$ cat src/rtl/load_store_unit_pkg.sv
// Shared load/store unit definitions: FSM encoding, funct3 access-size codes,
// and the rule deciding whether a new access is legal.
package load_store_unit_pkg;

    typedef enum logic [1:0] {IDLE, REQ, WAIT, DONE} lsu_state_t;

    localparam logic [2:0] LB  = 3'd0;
    localparam logic [2:0] LH  = 3'd1;
    localparam logic [2:0] LW  = 3'd2;
    localparam logic [2:0] LBU = 3'd4;
    localparam logic [2:0] LHU = 3'd5;
    localparam logic [2:0] SB  = 3'd0;
    localparam logic [2:0] SH  = 3'd1;
    localparam logic [2:0] SW  = 3'd2;

    // funct3[1:0] encodes the size (0 byte, 1 half, 2 word) for both loads and stores.
    function automatic logic access_illegal(input logic [2:0] funct3,
                                            input logic       is_store,
                                            input logic [1:0] offset);
        logic bad_f3;
        logic misaligned;
        if (is_store)
            bad_f3 = (funct3 > SW);
        else
            bad_f3 = (funct3 == 3'd3) || (funct3 == 3'd6) || (funct3 == 3'd7);
        misaligned = ((funct3[1:0] == 2'd1) && offset[0]) ||
                     ((funct3[1:0] == 2'd2) && (offset != 2'd0));
        return bad_f3 || misaligned;
    endfunction

endpackage

$ cat src/rtl/load_store_unit_load_extend.sv
// Picks the addressed byte/half out of a memory word and sign- or zero-extends it.
// Latency: purely combinational.
// Backpressure: none.
module load_extend
    import load_store_unit_pkg::*;
#(
    parameter int DWIDTH = 32
) (
    input  logic [DWIDTH-1:0] rdata,
    input  logic [1:0]        offset,
    input  logic [2:0]        funct3,
    output logic [DWIDTH-1:0] ext_data
);

    logic [7:0]  byte_dat;
    logic [15:0] half_dat;

    always_comb begin
        byte_dat = rdata[{offset, 3'b000} +: 8];
        half_dat = rdata[{offset[1], 4'b0000} +: 16];
        case (funct3)
            LB:      ext_data = {{(DWIDTH-8){byte_dat[7]}}, byte_dat};
            LH:      ext_data = {{(DWIDTH-16){half_dat[15]}}, half_dat};
            LBU:     ext_data = {{(DWIDTH-8){1'b0}}, byte_dat};
            LHU:     ext_data = {{(DWIDTH-16){1'b0}}, half_dat};
            default: ext_data = rdata;
        endcase
    end

endmodule

$ cat src/rtl/load_store_unit.sv
// Load/store unit: one outstanding data-memory access, byte-lane steering and load extension.
// Latency: load done_o 3 cycles after accept (2 for store) plus any gnt/rvalid wait states.
// Backpressure: stall_o holds the pipeline from accept until DONE; memory side waits on gnt/rvalid indefinitely.
module load_store_unit
    import load_store_unit_pkg::*;
#(
    parameter int DWIDTH = 32,
    parameter int AWIDTH = 32
) (
    input  logic              clk,
    input  logic              reset,
    input  logic              valid_i,
    input  logic              memren_i,
    input  logic              memwren_i,
    input  logic [2:0]        funct3_i,
    input  logic [AWIDTH-1:0] addr_i,
    input  logic [DWIDTH-1:0] store_data_i,
    output logic              stall_o,
    output logic              done_o,
    output logic              err_o,
    output logic [DWIDTH-1:0] memory_data_o,
    output logic              mem_req_o,
    output logic              mem_we_o,
    output logic [AWIDTH-1:0] mem_addr_o,
    output logic [3:0]        mem_be_o,
    output logic [DWIDTH-1:0] mem_wdata_o,
    input  logic              mem_gnt_i,
    input  logic              mem_rvalid_i,
    input  logic [DWIDTH-1:0] mem_rdata_i
);

    lsu_state_t        state;
    logic [2:0]        f3_q;
    logic [1:0]        off_q;
    logic              access, both, illegal_acc, accept;
    logic [3:0]        be_nxt;
    logic [DWIDTH-1:0] wdata_nxt;
    logic [DWIDTH-1:0] ext_data;

    assign both        = valid_i & memren_i & memwren_i;
    assign access      = valid_i & (memren_i ^ memwren_i);
    assign illegal_acc = access & access_illegal(funct3_i, memwren_i, addr_i[1:0]);
    assign accept      = (state == IDLE) & access & ~illegal_acc;

    // Gated with reset so both combinational flags read 0 while reset is held.
    assign err_o   = reset & (state == IDLE) & (both | illegal_acc);
    assign stall_o = (state == REQ) | (state == WAIT) | (reset & accept);

    always_comb begin
        case (funct3_i[1:0])
            2'd0:    be_nxt = 4'b0001 << addr_i[1:0];
            2'd1:    be_nxt = 4'b0011 << addr_i[1:0];
            default: be_nxt = 4'b1111;
        endcase
        case (funct3_i)
            SB:      wdata_nxt = {(DWIDTH/8){store_data_i[7:0]}};
            SH:      wdata_nxt = {(DWIDTH/16){store_data_i[15:0]}};
            SW:      wdata_nxt = store_data_i;
            default: wdata_nxt = store_data_i;
        endcase
    end

    load_extend #(.DWIDTH(DWIDTH)) u_load_extend (
        .rdata    (mem_rdata_i),
        .offset   (off_q),
        .funct3   (f3_q),
        .ext_data (ext_data)
    );

    always_ff @(posedge clk or negedge reset) begin
        if (!reset) begin
            state         <= IDLE;
            mem_req_o     <= 1'b0;
            mem_we_o      <= 1'b0;
            mem_addr_o    <= '0;
            mem_be_o      <= '0;
            mem_wdata_o   <= '0;
            memory_data_o <= '0;
            done_o        <= 1'b0;
            f3_q          <= '0;
            off_q         <= '0;
        end else begin
            done_o <= 1'b0;
            case (state)
                IDLE: if (accept) begin
                    mem_req_o   <= 1'b1;
                    mem_we_o    <= memwren_i;
                    mem_addr_o  <= {addr_i[AWIDTH-1:2], 2'b00};
                    mem_be_o    <= be_nxt;
                    mem_wdata_o <= wdata_nxt;
                    f3_q        <= funct3_i;
                    off_q       <= addr_i[1:0];
                    state       <= REQ;
                end
                REQ: if (mem_gnt_i) begin
                    mem_req_o <= 1'b0;
                    done_o    <= mem_we_o;
                    state     <= mem_we_o ? DONE : WAIT;
                end
                WAIT: if (mem_rvalid_i) begin
                    memory_data_o <= ext_data;
                    done_o        <= 1'b1;
                    state         <= DONE;
                end
                DONE:    state <= IDLE;
                default: state <= IDLE;
            endcase
        end
    end

endmodule

$ cat config.mk
export PLATFORM = sky130hd
export DESIGN_NAME = load_store_unit
export DESIGN_NICKNAME = d
export VERILOG_FILES = /design/src/rtl/load_store_unit_pkg.sv /design/src/rtl/load_store_unit_load_extend.sv /design/src/rtl/load_store_unit.sv
export SDC_FILE = /design/constraint.sdc
export NUM_CORES = 1
export LEC_CHECK = 0
export CORE_MARGIN = 2
export CORE_UTILIZATION = 34
export CTS_CLUSTER_SIZE = 20
export DETAILED_ROUTE_END_ITERATION = 10
export PLACE_DENSITY = 0.72
export SYNTH_ARGS = -nofsm -noshare
export SYNTH_HDL_FRONTEND = slang
export SYNTH_SLANG_ARGS = --single-unit
$ cat constraint.sdc
create_clock -name clk -period 2.9 [get_ports clk]
set_input_delay 0.58 -clock clk [delete_from_list [all_inputs] [get_ports clk]]
set_output_delay 0.58 -clock clk [all_outputs]
set_load 0.02 [all_outputs]
Word level (Yosys, flattened, before mapping):

Index checks and enable logic that the tools add are counted.

* flip-flop bits (word level): 108
* input bits: 106
* output and inout port bits: 105
* logic and storage cells: 75

* $lt $le $gt $ge: 1
* eq/ne operators: 15
* shifts and indexed selects: 4
* mux-type cells: 15
* bitwise operators: 14
* reduce and logical (&&, ||, !) cells: 16

Operators by type and width (number)
* $pmux W32 S4: 1
* $pmux W32 S2: 1
* $shiftx A32 B6 Y16: 1
* $shiftx A32 B6 Y8: 1
* $eq A3 B3 Y1 const B: 4
* $and A1 B1 Y1: 9
* $pmux W2 S4: 1
* $pmux W4 S2: 1
* $eq A2 B2 Y1 const B: 3
* $eq A3 B1 Y1 const B: 2
* $logic_not A3 Y1: 2
* $mux W1: 6
* $mux W2: 3
* $ne A2 B2 Y1 const B: 3
* $reduce_and A3 Y1: 2
* $eq A2 B1 Y1 const B: 2
* $logic_not A2 Y1: 2
* $logic_or A1 B1 Y1: 4
* $pmux W1 S2: 2
* $reduce_and A2 Y1: 2
* $reduce_bool A2 Y1: 2
* $shl A1 B2 Y4 const A: 1
* $shl A2 B2 Y4 const A: 1
* $eq A3 B2 Y1 const B: 1
* 5 further kinds: 8

Longest topological paths before layout:

* depth after elaboration: 10
* depth in mapped cells: 8

Hierarchy:

From an unflattened synthesis, not the netlist that was laid out.

* cells, all modules: 460
* area, all modules: 5288.8 um^2

Modules (own cells, without submodules)
* load_store_unit: times used 1, cells each 342, area an instance 4494.3 um^2, sequential area each 2702.6 um^2
* load_extend: times used 1, cells each 118, area an instance 794.5 um^2, sequential area each 0.0 um^2

Least setup slack after synthesis:

No wires, ideal clock.

* path kind: input port to output port
* from: in funct3_i[1]
* to: out stall_o
* arrival time: 1.902 ns
* setup slack: 0.418 ns
* stages on the path: 6
* buffers on the path: 3
* cells stage by stage: buf_2 > a221oi_2 > o2111ai_1 > buf_2 > clkbuf_1 > o21bai_1

* longest elaborated chain between the ends: 10
* elaborated cells on any way between the ends: 18

Ends and longest elaborated chain
* start, declared: RTL line load_store_unit.sv:15 `input logic [2:0] funct3_i,`
* parallel branches: the longest is 4 deep, another holds $gt A3 B2 Y1
* $logic_or A1 B1 Y1 (*): RTL line load_store_unit_pkg.sv:28 `return bad_f3 || misaligned;`
* $and A1 B1 Y1 (*): RTL line load_store_unit.sv:42 `assign illegal_acc = access & access_illegal(funct3_i, memwren_i, addr_i[1:0]);`
* $not A1 Y1 (*): RTL line load_store_unit.sv:43 `assign accept = (state == IDLE) & access & ~illegal_acc;`
* $and A1 B1 Y1 (*): RTL line load_store_unit.sv:43
* $and A1 B1 Y1 (*): RTL line load_store_unit.sv:47 `assign stall_o = (state == REQ) | (state == WAIT) | (reset & accept);`
* $or A1 B1 Y1 (*): RTL line load_store_unit.sv:47
* end, declared: RTL line load_store_unit.sv:18 `output logic stall_o,`

Mark *: on every way between the ends.

Final worst setup path:

* from: in addr_i[0]
* to: out err_o

* longest elaborated chain between the ends: 7
* elaborated cells on any way between the ends: 8

Ends and longest elaborated chain
* start, declared: RTL line load_store_unit.sv:16 `input logic [AWIDTH-1:0] addr_i,`
* $reduce_bool A2 Y1: RTL line load_store_unit_pkg.sv:27 `((funct3[1:0] == 2'd2) && (offset != 2'd0));`
* $logic_and A1 B1 Y1: RTL line load_store_unit_pkg.sv:27
* $logic_or A1 B1 Y1 (*): RTL line load_store_unit_pkg.sv:26 `misaligned = ((funct3[1:0] == 2'd1) && offset[0]) ||`
* $logic_or A1 B1 Y1 (*): RTL line load_store_unit_pkg.sv:28
* $and A1 B1 Y1 (*): RTL line load_store_unit.sv:42
* $or A1 B1 Y1 (*): RTL line load_store_unit.sv:46 `assign err_o = reset & (state == IDLE) & (both | illegal_acc);`
* $and A1 B1 Y1 (*): RTL line load_store_unit.sv:46
* end, declared: RTL line load_store_unit.sv:20 `output logic err_o,`

Mark *: on every way between the ends. The rest lies on a longest branch, timed or not.

==> reports/qor.txt <==
Nature of the critical path endpoint -> output pin
Post-synthesis to final-layout area growth -> 50.5%
Hold Path Class -> reg -> reg
DR vias/cell -> 5.09
Top cell type's share of synthesized area -> 52.5%
Post-synthesis sequential area ratio -> 52.5%
P_leak -> 3.35 nW
CP Depth -> 6
DRT antenna net count -> 0
Final Net Count -> 798
Die Span Y -> 127 um
Crit share post-route -> 96.5%
Reg2reg path depth -> 6
CP delay by family, top -> buffers and inverters
Comb power frac -> 50.1%
I/O Pins -> 211
Pre-antenna DRT Iters -> 5
Fmax -> 0.357 GHz
Syn_area_per_cell -> 10.8 um^2
Total congestion overflow -> 0
Detail Placement HPWL -> 11200 um
CP max-delay cell -> clkdlybuf4s50_1
Top_reg_cell synth -> dfrtp_1
Outcome -> completed
Synth cell count leaders -> dfrtp_1 (108), nand2_1 (64), mux2_1 (44)
Hold Vio Cnt, Final -> 0
Pre-CTS setup slack -> -269 ps
Asr flop ratio synth -> 100%
Reg power frac -> 34.2%
Largest net degree at the start of global routing -> 63
Clock Latency Late Sink -> 360 ps
Final Wtd Congestion -> 0.790
# rows -> 44
Buf/Inv on CP -> 2
Clock slew seen by the registers of the worst setup and hold paths -> 70 ps
Fin util -> 52.9%
Crit-path max cell delay -> 500 ps
Die area -> 16100 um^2
Startpoint types -> input port
Largest area contributor in the netlist -> dfrtp_1
Sink Count -> 108
Critical Path RT -> 2320 ps
Routed WL -> 15100 um
Most numerous cell in the Yosys netlist -> dfrtp_1
Vias in the first global route -> 4769
CP max FO -> 3
CTS Buf Count -> 9
TritonCTS clock tree -> yes
Post-CTS setup buffers -> 0
Mapped Area -> 5150 um^2
Internal -> 4.74 mW
CTS H-tree depth -> 3
Warnings from Yosys -> 0
CORE AREA -> 14600 um^2
Hold Path Depth -> 2
Max-cap violations -> 0
Worst vdd ir -> 0.443 mV
Tot GR Track Use -> 18.9%
Worst slew pin tran -> 719 ps
Port-buffer cells -> 208
Layout cells sized above 1 -> 9.12%
Global-route wire length before repair -> 24100 um
Antenna fix cells -> 0
Kind of critical path -> in -> out
Vias after detailed routing -> 4458
Clk_skew -> 7.43 ps
RSZ-0062 raised after global routing -> false
Gate Count Post-Synth -> 479
Clock power share -> 15.7%
Max-slew violations -> 0
Die W -> 127 um
Wire per inst -> 17.2 um
Crit path time final -> 2800 ps
Number of synthesized flops with an enable pin -> 0
Power density cells -> 1000 nW/um^2
PnR worst setup slack -> 103 ps
Net Sw Power -> 3.04 mW
Setup TNS -> 0 ps
CTS Buffer Depth -> 2
Number of DRC violations after detailed-routing iteration 0 -> 217
Root buf cell -> clkbuf_16
Initial Util -> 35.2%
Initial antenna violation count -> 0
Final setup vio count -> 0
CP arrival -> 2220 ps
Switching share of power -> 39.1%
Area contributors post-synth -> dfrtp_1 (52%), mux2_1 (9.6%), mux2i_1 (4.7%), nand2_1 (4.7%), nand3_1 (2.9%)
Slew margin rel. -> 52.1%
#FFs+latches synth -> 108
Synth cell types -> 46
Crit path cell chain -> clkdlybuf4s50_1 > a221oi_2 > nor2_1 > maj3_1 > and4_1 > clkbuf_2
Pwr Total -> 7.79 mW
# fillers -> 1267
DRC errors left -> 0
==> timing repair <==
action	in CTS	in global routing
endpoints found under the setup margin	2	2
hold buffers	0	1
pin swaps	2	1
endpoints found under the hold margin	0	2
resized for setup	4	4
==> cell families (layout without fill, tap and decap cells) <==
family,Yosys count,in the layout,share of synthesized area (%)
AND/OR/NAND/NOR,154,154,15.5
buffers and inverters,40,251,3.98
multiplexers,71,71,15.2
flip-flops,108,108,52.5
other,1,2,0.0728
adder cells (fa/ha/maj),5,5,1.17
AO/OA/AOI/OAI,99,99,11.4
XOR/XNOR,1,1,0.170
==> tightest hold or removal path, stage by stage (launching register included) <==
cell	delay, ps
dfrtp_1	350
nand2_1	50
o21ai_1	60
==> worst paths after layout <==
kind,start,to,slack (ps)
max in group asynchronous,reset,mem_addr_o[14],1420
max reg2reg,state[0],mem_addr_o[23],760
max,addr_i[0],err_o,100
min reg2reg,mem_wdata_o[27],mem_wdata_o[27],490
min in group asynchronous,reset,mem_addr_o[8],580
min,mem_wdata_o[27],mem_wdata_o[27],490
==> per-layer routing <==
metal	vias to the layer above	track usage, %	routed length (um)
met3	27	6.87	1300
met1	2170	22.7	6130
met4	0	6.14	345
li1	2079	-	-
met5	-	0	0
met2	182	31.6	7320
==> flip-flops by register name, summed over array words and instances (netlist names) <==
name	flops
done_o	1
off_q	2
mem_we_o	1
f3_q	3
mem_addr_o	30
mem_wdata_o	32
memory_data_o	32
mem_req_o	1
state	2
mem_be_o	4
==> cell type report <==
class	count	area [um^2]	area share [%]
Multi-Input combinational cell	332	2270	29.4
Tap cell	184	230	2.97
Sequential cell	108	2700	34.9
Clock buffer	10	229	2.95
Timing Repair Buffer	230	2240	28.9
Inverter	7	26.3	0.339
Clock inverter	4	51.3	0.662
==> power groups by stage <==
stage | clock network, mW | logic (mW) | registers (mW)
after CTS | 1.26 | 3.94 | 2.67
after detailed placement | 0 | 3.93 | 2.69
after global placement | 0 | 3.86 | 2.65
after global routing | 1.32 | 4.19 | 2.76
final | 1.22 | 3.90 | 2.67
after floorplan | 0 | 1.25 | 3.39
==> cells in the final DEF (no fill, tap or decap), types with 17 or more instances in the layout <==
cell,n
clkdlybuf4s50_1,204
dfrtp_1,108
nand2_1,64
mux2_1,44
nand3_1,30
o21ai_1,29
a21oi_1,26
mux2i_1,24
buf_4,22
o21ai_0,17
==> per-stage QoR <==
| stage | instance area (um^2) | std cells | hold slack (ps) |
|---|---|---|---|
| after global routing | 7750 | 875 | 506 |
| after detailed placement | 7460 | 860 | 392 |
| final | 7750 | 875 | 485 |
| after floorplan | 5150 | 480 | 284 |
| after CTS | 7740 | 874 | 10.9 |
| after global placement | 7460 | 860 | 390 |
No activity file was read; power rests on OpenSTA's default activity.
